[src/rtl/mips_main_ctrl_fsm_pkg.sv]
// Shared types and encodings for the multi-cycle MIPS main control FSM.
// Holds the state enum, opcode constants and the datapath select encodings.
package mips_ctrl_pkg;

  localparam int OPW    = 6;
  localparam int STATEW = 4;

  typedef enum logic [STATEW-1:0] {
    FETCH   = 4'd0,
    DECODE  = 4'd1,
    MEMADR  = 4'd2,
    MEMRD   = 4'd3,
    MEMWB   = 4'd4,
    MEMWR   = 4'd5,
    EXECUTE = 4'd6,
    ALUWB   = 4'd7,
    BRANCH  = 4'd8,
    ADDIEX  = 4'd9,
    ADDIWB  = 4'd10,
    JUMP    = 4'd11
  } state_t;

  localparam logic [OPW-1:0] OP_R    = 6'b000000;
  localparam logic [OPW-1:0] OP_LW   = 6'b100011;
  localparam logic [OPW-1:0] OP_SW   = 6'b101011;
  localparam logic [OPW-1:0] OP_BEQ  = 6'b000100;
  localparam logic [OPW-1:0] OP_ADDI = 6'b001000;
  localparam logic [OPW-1:0] OP_J    = 6'b000010;

  localparam logic [1:0] ALUOP_ADD   = 2'b00;
  localparam logic [1:0] ALUOP_SUB   = 2'b01;
  localparam logic [1:0] ALUOP_FUNCT = 2'b10;

  localparam logic [1:0] SRCB_B       = 2'b00;
  localparam logic [1:0] SRCB_FOUR    = 2'b01;
  localparam logic [1:0] SRCB_IMM     = 2'b10;
  localparam logic [1:0] SRCB_IMM_SH2 = 2'b11;

  localparam logic [1:0] PCSRC_ALU    = 2'b00;
  localparam logic [1:0] PCSRC_ALUOUT = 2'b01;
  localparam logic [1:0] PCSRC_JUMP   = 2'b10;

endpackage

[src/rtl/mips_main_ctrl_fsm_if.sv]
// Control bundle between the main control FSM (master) and the datapath (slave).
interface mips_main_ctrl_fsm_if;
  import mips_ctrl_pkg::*;

  logic [OPW-1:0]    opcode;
  logic              mem_ready;
  logic              pc_write;
  logic              branch;
  logic              iord;
  logic              mem_write;
  logic              ir_write;
  logic              reg_write;
  logic              reg_dst;
  logic              mem_to_reg;
  logic              alu_src_a;
  logic [1:0]        alu_src_b;
  logic [1:0]        pc_src;
  logic [1:0]        alu_op;
  logic              illegal_op;
  logic [STATEW-1:0] state_dbg;

  modport master (
    input  opcode, mem_ready,
    output pc_write, branch, iord, mem_write, ir_write, reg_write, reg_dst,
           mem_to_reg, alu_src_a, alu_src_b, pc_src, alu_op, illegal_op, state_dbg
  );

  modport slave (
    output opcode, mem_ready,
    input  pc_write, branch, iord, mem_write, ir_write, reg_write, reg_dst,
           mem_to_reg, alu_src_a, alu_src_b, pc_src, alu_op, illegal_op, state_dbg
  );

endinterface

[src/rtl/mips_main_ctrl_fsm.sv]
// Main control FSM of the multi-cycle MIPS datapath: Moore decode of the state,
// with mem_ready gating the fetch write enables and a one-cycle illegal_op pulse.
module mips_main_ctrl_fsm
  import mips_ctrl_pkg::*;
(
  input  logic                  clk,
  input  logic                  reset,
  mips_main_ctrl_fsm_if.master  bus
);

  state_t state_reg;
  state_t state_next;

  logic       pc_write;
  logic       branch;
  logic       iord;
  logic       mem_write;
  logic       ir_write;
  logic       reg_write;
  logic       reg_dst;
  logic       mem_to_reg;
  logic       alu_src_a;
  logic [1:0] alu_src_b;
  logic [1:0] pc_src;
  logic [1:0] alu_op;
  logic       illegal_op;

  always_ff @(posedge clk or posedge reset) begin
    if (reset) begin
      state_reg <= FETCH;
    end else begin
      state_reg <= state_next;
    end
  end

  always_comb begin
    state_next = FETCH;
    case (state_reg)
      FETCH:   state_next = bus.mem_ready ? DECODE : FETCH;
      DECODE: begin
        case (bus.opcode)
          OP_LW, OP_SW: state_next = MEMADR;
          OP_R:         state_next = EXECUTE;
          OP_BEQ:       state_next = BRANCH;
          OP_ADDI:      state_next = ADDIEX;
          OP_J:         state_next = JUMP;
          default:      state_next = FETCH;
        endcase
      end
      // Opcode is re-sampled here to pick the access direction.
      MEMADR: begin
        if (bus.opcode == OP_LW)      state_next = MEMRD;
        else if (bus.opcode == OP_SW) state_next = MEMWR;
        else                          state_next = FETCH;
      end
      MEMRD:   state_next = bus.mem_ready ? MEMWB : MEMRD;
      MEMWB:   state_next = FETCH;
      MEMWR:   state_next = bus.mem_ready ? FETCH : MEMWR;
      EXECUTE: state_next = ALUWB;
      ALUWB:   state_next = FETCH;
      BRANCH:  state_next = FETCH;
      ADDIEX:  state_next = ADDIWB;
      ADDIWB:  state_next = FETCH;
      JUMP:    state_next = FETCH;
      default: state_next = FETCH;
    endcase
  end

  // Reset forces every control low so an aborted instruction cannot write anything.
  always_comb begin
    pc_write   = 1'b0;
    branch     = 1'b0;
    iord       = 1'b0;
    mem_write  = 1'b0;
    ir_write   = 1'b0;
    reg_write  = 1'b0;
    reg_dst    = 1'b0;
    mem_to_reg = 1'b0;
    alu_src_a  = 1'b0;
    alu_src_b  = SRCB_B;
    pc_src     = PCSRC_ALU;
    alu_op     = ALUOP_ADD;
    illegal_op = 1'b0;
    if (!reset) begin
      case (state_reg)
        FETCH: begin
          alu_src_b = SRCB_FOUR;
          pc_write  = bus.mem_ready;
          ir_write  = bus.mem_ready;
        end
        DECODE: begin
          alu_src_b = SRCB_IMM_SH2;
          case (bus.opcode)
            OP_R, OP_LW, OP_SW, OP_BEQ, OP_ADDI, OP_J: illegal_op = 1'b0;
            default:                                   illegal_op = 1'b1;
          endcase
        end
        MEMADR: begin
          alu_src_a = 1'b1;
          alu_src_b = SRCB_IMM;
        end
        MEMRD: iord = 1'b1;
        MEMWB: begin
          mem_to_reg = 1'b1;
          reg_write  = 1'b1;
        end
        MEMWR: begin
          iord      = 1'b1;
          mem_write = 1'b1;
        end
        EXECUTE: begin
          alu_src_a = 1'b1;
          alu_op    = ALUOP_FUNCT;
        end
        ALUWB: begin
          reg_dst   = 1'b1;
          reg_write = 1'b1;
        end
        BRANCH: begin
          alu_src_a = 1'b1;
          alu_op    = ALUOP_SUB;
          pc_src    = PCSRC_ALUOUT;
          branch    = 1'b1;
        end
        ADDIEX: begin
          alu_src_a = 1'b1;
          alu_src_b = SRCB_IMM;
        end
        ADDIWB: reg_write = 1'b1;
        JUMP: begin
          pc_src   = PCSRC_JUMP;
          pc_write = 1'b1;
        end
        default: ;
      endcase
    end
  end

  assign bus.pc_write   = pc_write;
  assign bus.branch     = branch;
  assign bus.iord       = iord;
  assign bus.mem_write  = mem_write;
  assign bus.ir_write   = ir_write;
  assign bus.reg_write  = reg_write;
  assign bus.reg_dst    = reg_dst;
  assign bus.mem_to_reg = mem_to_reg;
  assign bus.alu_src_a  = alu_src_a;
  assign bus.alu_src_b  = alu_src_b;
  assign bus.pc_src     = pc_src;
  assign bus.alu_op     = alu_op;
  assign bus.illegal_op = illegal_op;
  assign bus.state_dbg  = state_reg;

endmodule

[src/flat_wrapper.sv]
// flat-port wrapper written by rule: the top's interface ports become plain ports
module mips_main_ctrl_fsm_flat import mips_ctrl_pkg::*;
  (clk, reset, bus_opcode, bus_mem_ready, bus_pc_write, bus_branch, bus_iord, bus_mem_write, bus_ir_write, bus_reg_write, bus_reg_dst, bus_mem_to_reg, bus_alu_src_a, bus_alu_src_b, bus_pc_src, bus_alu_op, bus_illegal_op, bus_state_dbg);
  mips_main_ctrl_fsm_if bus_i ();
  input  logic clk;
  input  logic reset;
  input wire logic [$bits(bus_i.opcode)-1:0] bus_opcode;
  input wire logic [$bits(bus_i.mem_ready)-1:0] bus_mem_ready;
  output wire logic [$bits(bus_i.pc_write)-1:0] bus_pc_write;
  output wire logic [$bits(bus_i.branch)-1:0] bus_branch;
  output wire logic [$bits(bus_i.iord)-1:0] bus_iord;
  output wire logic [$bits(bus_i.mem_write)-1:0] bus_mem_write;
  output wire logic [$bits(bus_i.ir_write)-1:0] bus_ir_write;
  output wire logic [$bits(bus_i.reg_write)-1:0] bus_reg_write;
  output wire logic [$bits(bus_i.reg_dst)-1:0] bus_reg_dst;
  output wire logic [$bits(bus_i.mem_to_reg)-1:0] bus_mem_to_reg;
  output wire logic [$bits(bus_i.alu_src_a)-1:0] bus_alu_src_a;
  output wire logic [$bits(bus_i.alu_src_b)-1:0] bus_alu_src_b;
  output wire logic [$bits(bus_i.pc_src)-1:0] bus_pc_src;
  output wire logic [$bits(bus_i.alu_op)-1:0] bus_alu_op;
  output wire logic [$bits(bus_i.illegal_op)-1:0] bus_illegal_op;
  output wire logic [$bits(bus_i.state_dbg)-1:0] bus_state_dbg;
  assign bus_i.opcode = bus_opcode;
  assign bus_i.mem_ready = bus_mem_ready;
  assign bus_pc_write = bus_i.pc_write;
  assign bus_branch = bus_i.branch;
  assign bus_iord = bus_i.iord;
  assign bus_mem_write = bus_i.mem_write;
  assign bus_ir_write = bus_i.ir_write;
  assign bus_reg_write = bus_i.reg_write;
  assign bus_reg_dst = bus_i.reg_dst;
  assign bus_mem_to_reg = bus_i.mem_to_reg;
  assign bus_alu_src_a = bus_i.alu_src_a;
  assign bus_alu_src_b = bus_i.alu_src_b;
  assign bus_pc_src = bus_i.pc_src;
  assign bus_alu_op = bus_i.alu_op;
  assign bus_illegal_op = bus_i.illegal_op;
  assign bus_state_dbg = bus_i.state_dbg;
  mips_main_ctrl_fsm u_core (.clk(clk), .reset(reset), .bus(bus_i));
endmodule
[config.mk]
export PLATFORM = sky130hd
export DESIGN_NAME = mips_main_ctrl_fsm_flat
export DESIGN_NICKNAME = d
export VERILOG_FILES = /design/src/rtl/mips_main_ctrl_fsm_pkg.sv /design/src/rtl/mips_main_ctrl_fsm_if.sv /design/src/rtl/mips_main_ctrl_fsm.sv /design/src/flat_wrapper.sv
export SDC_FILE = /design/constraint.sdc
export NUM_CORES = 1
export LEC_CHECK = 0
export ABC_AREA = 1
export ABC_CLOCK_PERIOD_IN_PS = 3950
export CORE_MARGIN = 2
export CORE_UTILIZATION = 35
export CTS_BUF_LIST = sky130_fd_sc_hd__clkbuf_4
export CTS_CLUSTER_SIZE = 14
export DETAILED_ROUTE_END_ITERATION = 6
export PLACE_DENSITY = 0.74
export SLEW_MARGIN = 40
export SYNTH_ARGS = -nofsm -noshare
export SYNTH_HDL_FRONTEND = slang
export SYNTH_SLANG_ARGS = --single-unit
[constraint.sdc]
create_clock -name clk -period 3.95 [get_ports clk]
set_input_delay 1.185 -clock clk [delete_from_list [all_inputs] [get_ports clk]]
set_output_delay 1.185 -clock clk [all_outputs]
set_load 0.03 [all_outputs]
==> results.md <==
* Adder-cell share of the synthesized area at 0%
* Critical path peak fanout at 10
* Root Buffer: clkbuf_4
* Power Dens Cells at roughly 210 nW/um2
* Yosys reg bits at 4
* Final Setup Violations at 0
* Register share of total power at between 20 and 30%
* Share of cells above drive strength 1 at a little under a fifth
* Main combinational cell family by area after synthesis: simple AND/OR/NAND/NOR gates
* Max-cap violations at 0
* Max reg flops at 4
* Core Rows at 13
* Largest stage delay, worst path at a little under 0.7 ns
* TritonCTS clock tree: done
* Post-synthesis sequential area ratio at about a fifth
* Fmax at 0.261 GHz
* PnR worst setup slack at 0.119 ns
* Avg Cell Area, Syn at approximately 5.5 um2
* First-pass GRT wire length at about 2400 um
* Fin crit share at 97.0%
* Die ar. at between 1500 and 2000 um2
* Num CTS Buffers at 3
* # diodes at 0
* Critical Path RT at between 2 and 3 ns
* Crit path top cell by count: clkdlybuf4s50_1
* Max-slew violations at 0
* Worst EP arrival at between 2 and 3 ns
* R2r worst-path depth at 5
* Vias at around 690
* Sw Ratio at between 30 and 40%
* Comb pwr share at approximately two fifths
* GRT Overall Usage at ~18%
* Clk_skew at 0.0177 ns
* WL/cell at roughly 10 um
* Cells after Synth at 95
* Fill cells at approximately 140
* Remaining global-route overflow at 0
* Layout Nets at roughly 140
* Clock sink total at 4
* Initial Utilization at about two fifths
* Number of I/O pins at 29
* Switching power at 69.2 uW
* Unrepaired setup endpoints after global routing: no
* Simple-Gate Fraction of Synth Area at approximately three fifths
* # DRC at 0
* Mux share of post-synthesis cell area at 0%
* Routed met2 length at 753 um
* Final ANT Viol Nets at 0
* Critical path endpoint category: output port
* Xor-xnor portion of the synthesized cell area at 0%
* Worst reg2reg setup slack at approximately 2.8 ns
* Worst-path clk slew at approximately 0.05 ns
* Layout area overhead at 58.4%
* Area occupied by multi-input gates at ~350 um2
* Fin Setup TNS at 0 ns
* First-pass DRT Iterations at 4
* M1 WL at between 500 and 600 um
* Max H-tree Level at 1
* Crit. path cell count at 3
* Drt total wl at approximately 1400 um
* Clk_lat worst skew at 0.25 ns
* R2r startpoint: u_core.bus.state_dbg[3]
* Max_slew headroom at 75.7%
* Setup CP Type: in -> out
* GP Congestion at approximately 0.83
* Hold path startpoint: u_core.bus.state_dbg[0]
* Hold Fails Final Rpt at 0
* Slowest CP cell: clkdlybuf4s50_1
* Largest net degree at the start of global routing at 11
* Worst setup path end: bus_alu_op[1]
* Int Pwr at 107 uW
* Placeable Area at 1350 um2
* Post-synthesis instance area at 523 um2
* Tmin final at approximately 3.8 ns
* Post_cts resized at 1
* CP Launch Type: input pin
* Met3 wire len at approximately 110 um
* Die height at around 43 um
* Antenna violations before repair at 0
* CP delay by family, top: buffers and inverters
* Die Width at approximately 43 um
* Crit-path cells: clkdlybuf4s50_1 -> nor2_1 -> clkdlybuf4s50_1
* Compound-gate portion of the synthesized area at between 5 and 6%
* Worst Tran Pin Value at 0.364 ns
* Hold Buf Count CTS at 0
* Postcts setup bufs at 0
* Pleak at 0.000516 uW
* Vias/cell at ~4.9
* Crit Reg-Reg Endpoint: u_core.bus.state_dbg[2]
* Distinct cells, synth at 19
* DRT iter0 DRCs at 18
* CTS max path bufs at 2
* Status: finished clean
* Post-DP HPWL at between 1000 and 1500 um
* Register area at 100 um2
* Vias in the first global route at ~630
* DP Worst Slack at -0.00477 ns
* Worst Hold Class: reg -> reg
* VDD IR max at approximately 0.16 mV
* Number of port buffers at 28
* CP Buf/Inv Count at 2
* Setup crit start: reset
* Highest metal used: met4
* Yosys warns at 0
* Net Count, Synth at 104
* Clock power share at a little over 30%
-- metal layers --
metal  vias up  track usage, %
li1        366               -
met1       292            19.0
met2        32            31.8
met3         2            3.83
met4         0            8.75
met5         -               0
-- cell type report --
class / instances / share of cell area, %
clock buffers: 3 / 2.72
inverters: 17 / 7.70
multi-input cells: 72 / 41.8
flip-flops and latches: 4 / 12.1
well taps: 15 / 2.27
repair buffers: 29 / 33.4
-- cells in the mapped netlist --
library cell | n | area share, %
nand2_1 | 15 | 11
nor2_1 | 25 | 18
inv_1 | 14 | 10
nor2_2 | 1 | 1.2
a221oi_1 | 1 | 1.7
o22ai_1 | 1 | 1.2
buf_4 | 1 | 1.4
dfrtp_1 | 4 | 19
nand2_4 | 1 | 2.2
inv_2 | 3 | 2.2
nand2_2 | 3 | 3.6
nor3_2 | 2 | 3.8
a21oi_1 | 1 | 0.96
nor3_1 | 1 | 0.96
o21ai_0 | 2 | 1.9
nand3_1 | 15 | 14
nand4_1 | 3 | 3.6
nor2_4 | 1 | 2.2
buf_2 | 1 | 0.96
-- worst min-delay path, delay by kind of cell, from the launching register on --
kind / cells / cell delay (ns)
simple gates: 3 / 0.24
buf+inv: 1 / 0.07
flops: 1 / 0.44
-- metrics by stage --
| stage | utilization (%) | hold slack (ns) | cell area, um2 | total power [uW] | cells |
|---|---|---|---|---|---|
| after floorplan | - | 0.856 | 523 | 93.5 | 95 |
| after global placement | 59.0 | 0.788 | 797 | 123 | 137 |
| after detailed placement | 59.0 | 0.786 | 797 | 124 | 137 |
| after CTS | 60.6 | 0.781 | 818 | 177 | 140 |
| after global routing | 61.4 | 0.845 | 828 | 188 | 140 |
| final | 61.4 | 0.773 | 828 | 176 | 140 |
-- cells in the final DEF (no fill, tap or decap), drive strengths merged --
cell | synthesis | routed
dfrtp | 4 | 4
a21oi | 1 | 1
nand2 | 19 | 19
nor3 | 3 | 3
dlygate4sd2 | 0 | 1
nand4 | 3 | 3
o22ai | 1 | 1
nor2 | 27 | 27
buf | 2 | 9
a221oi | 1 | 1
o21ai | 2 | 2
clkbuf | 0 | 3
nand3 | 15 | 15
dlymetal6s2s | 0 | 4
inv | 17 | 17
clkdlybuf4s50 | 0 | 15
-- how the worst min path moves through the flow --
stage | cells after the start | endpoint | slack (ns)
3_3_place_gp | 4 | u_core.bus.state_dbg[3] | 0.79
2_1_floorplan | 4 | u_core.bus.state_dbg[3] | 0.86
5_1_grt | 4 | u_core.bus.state_dbg[3] | 0.85
4_1_cts | 4 | u_core.bus.state_dbg[3] | 0.78
6_report | 4 | u_core.bus.state_dbg[3] | 0.77
3_5_place_dp | 4 | u_core.bus.state_dbg[3] | 0.79
-- power groups by stage --
| stage | Clock (uW) | Combinational (uW) | Sequential [uW] |
|---|---|---|---|
| 6_report | 54.2 | 73.9 | 48.1 |
| 5_1_grt | 58.4 | 80.8 | 48.5 |
| 4_1_cts | 53.6 | 74.8 | 48.2 |
| 3_5_place_dp | 0 | 74.9 | 48.7 |
| 3_3_place_gp | 0 | 74.5 | 48.7 |
| 2_1_floorplan | 0 | 40.4 | 53.1 |
-- cell families (layout without fill, tap and decap cells) --
kind of cell,after synthesis,after routing
AND/OR/NAND/NOR,67,67
buffers and inverters,19,49
AO/OA/AOI/OAI,5,5
flip-flops,4,4
Note: power is estimated with default switching activity, not from simulation.
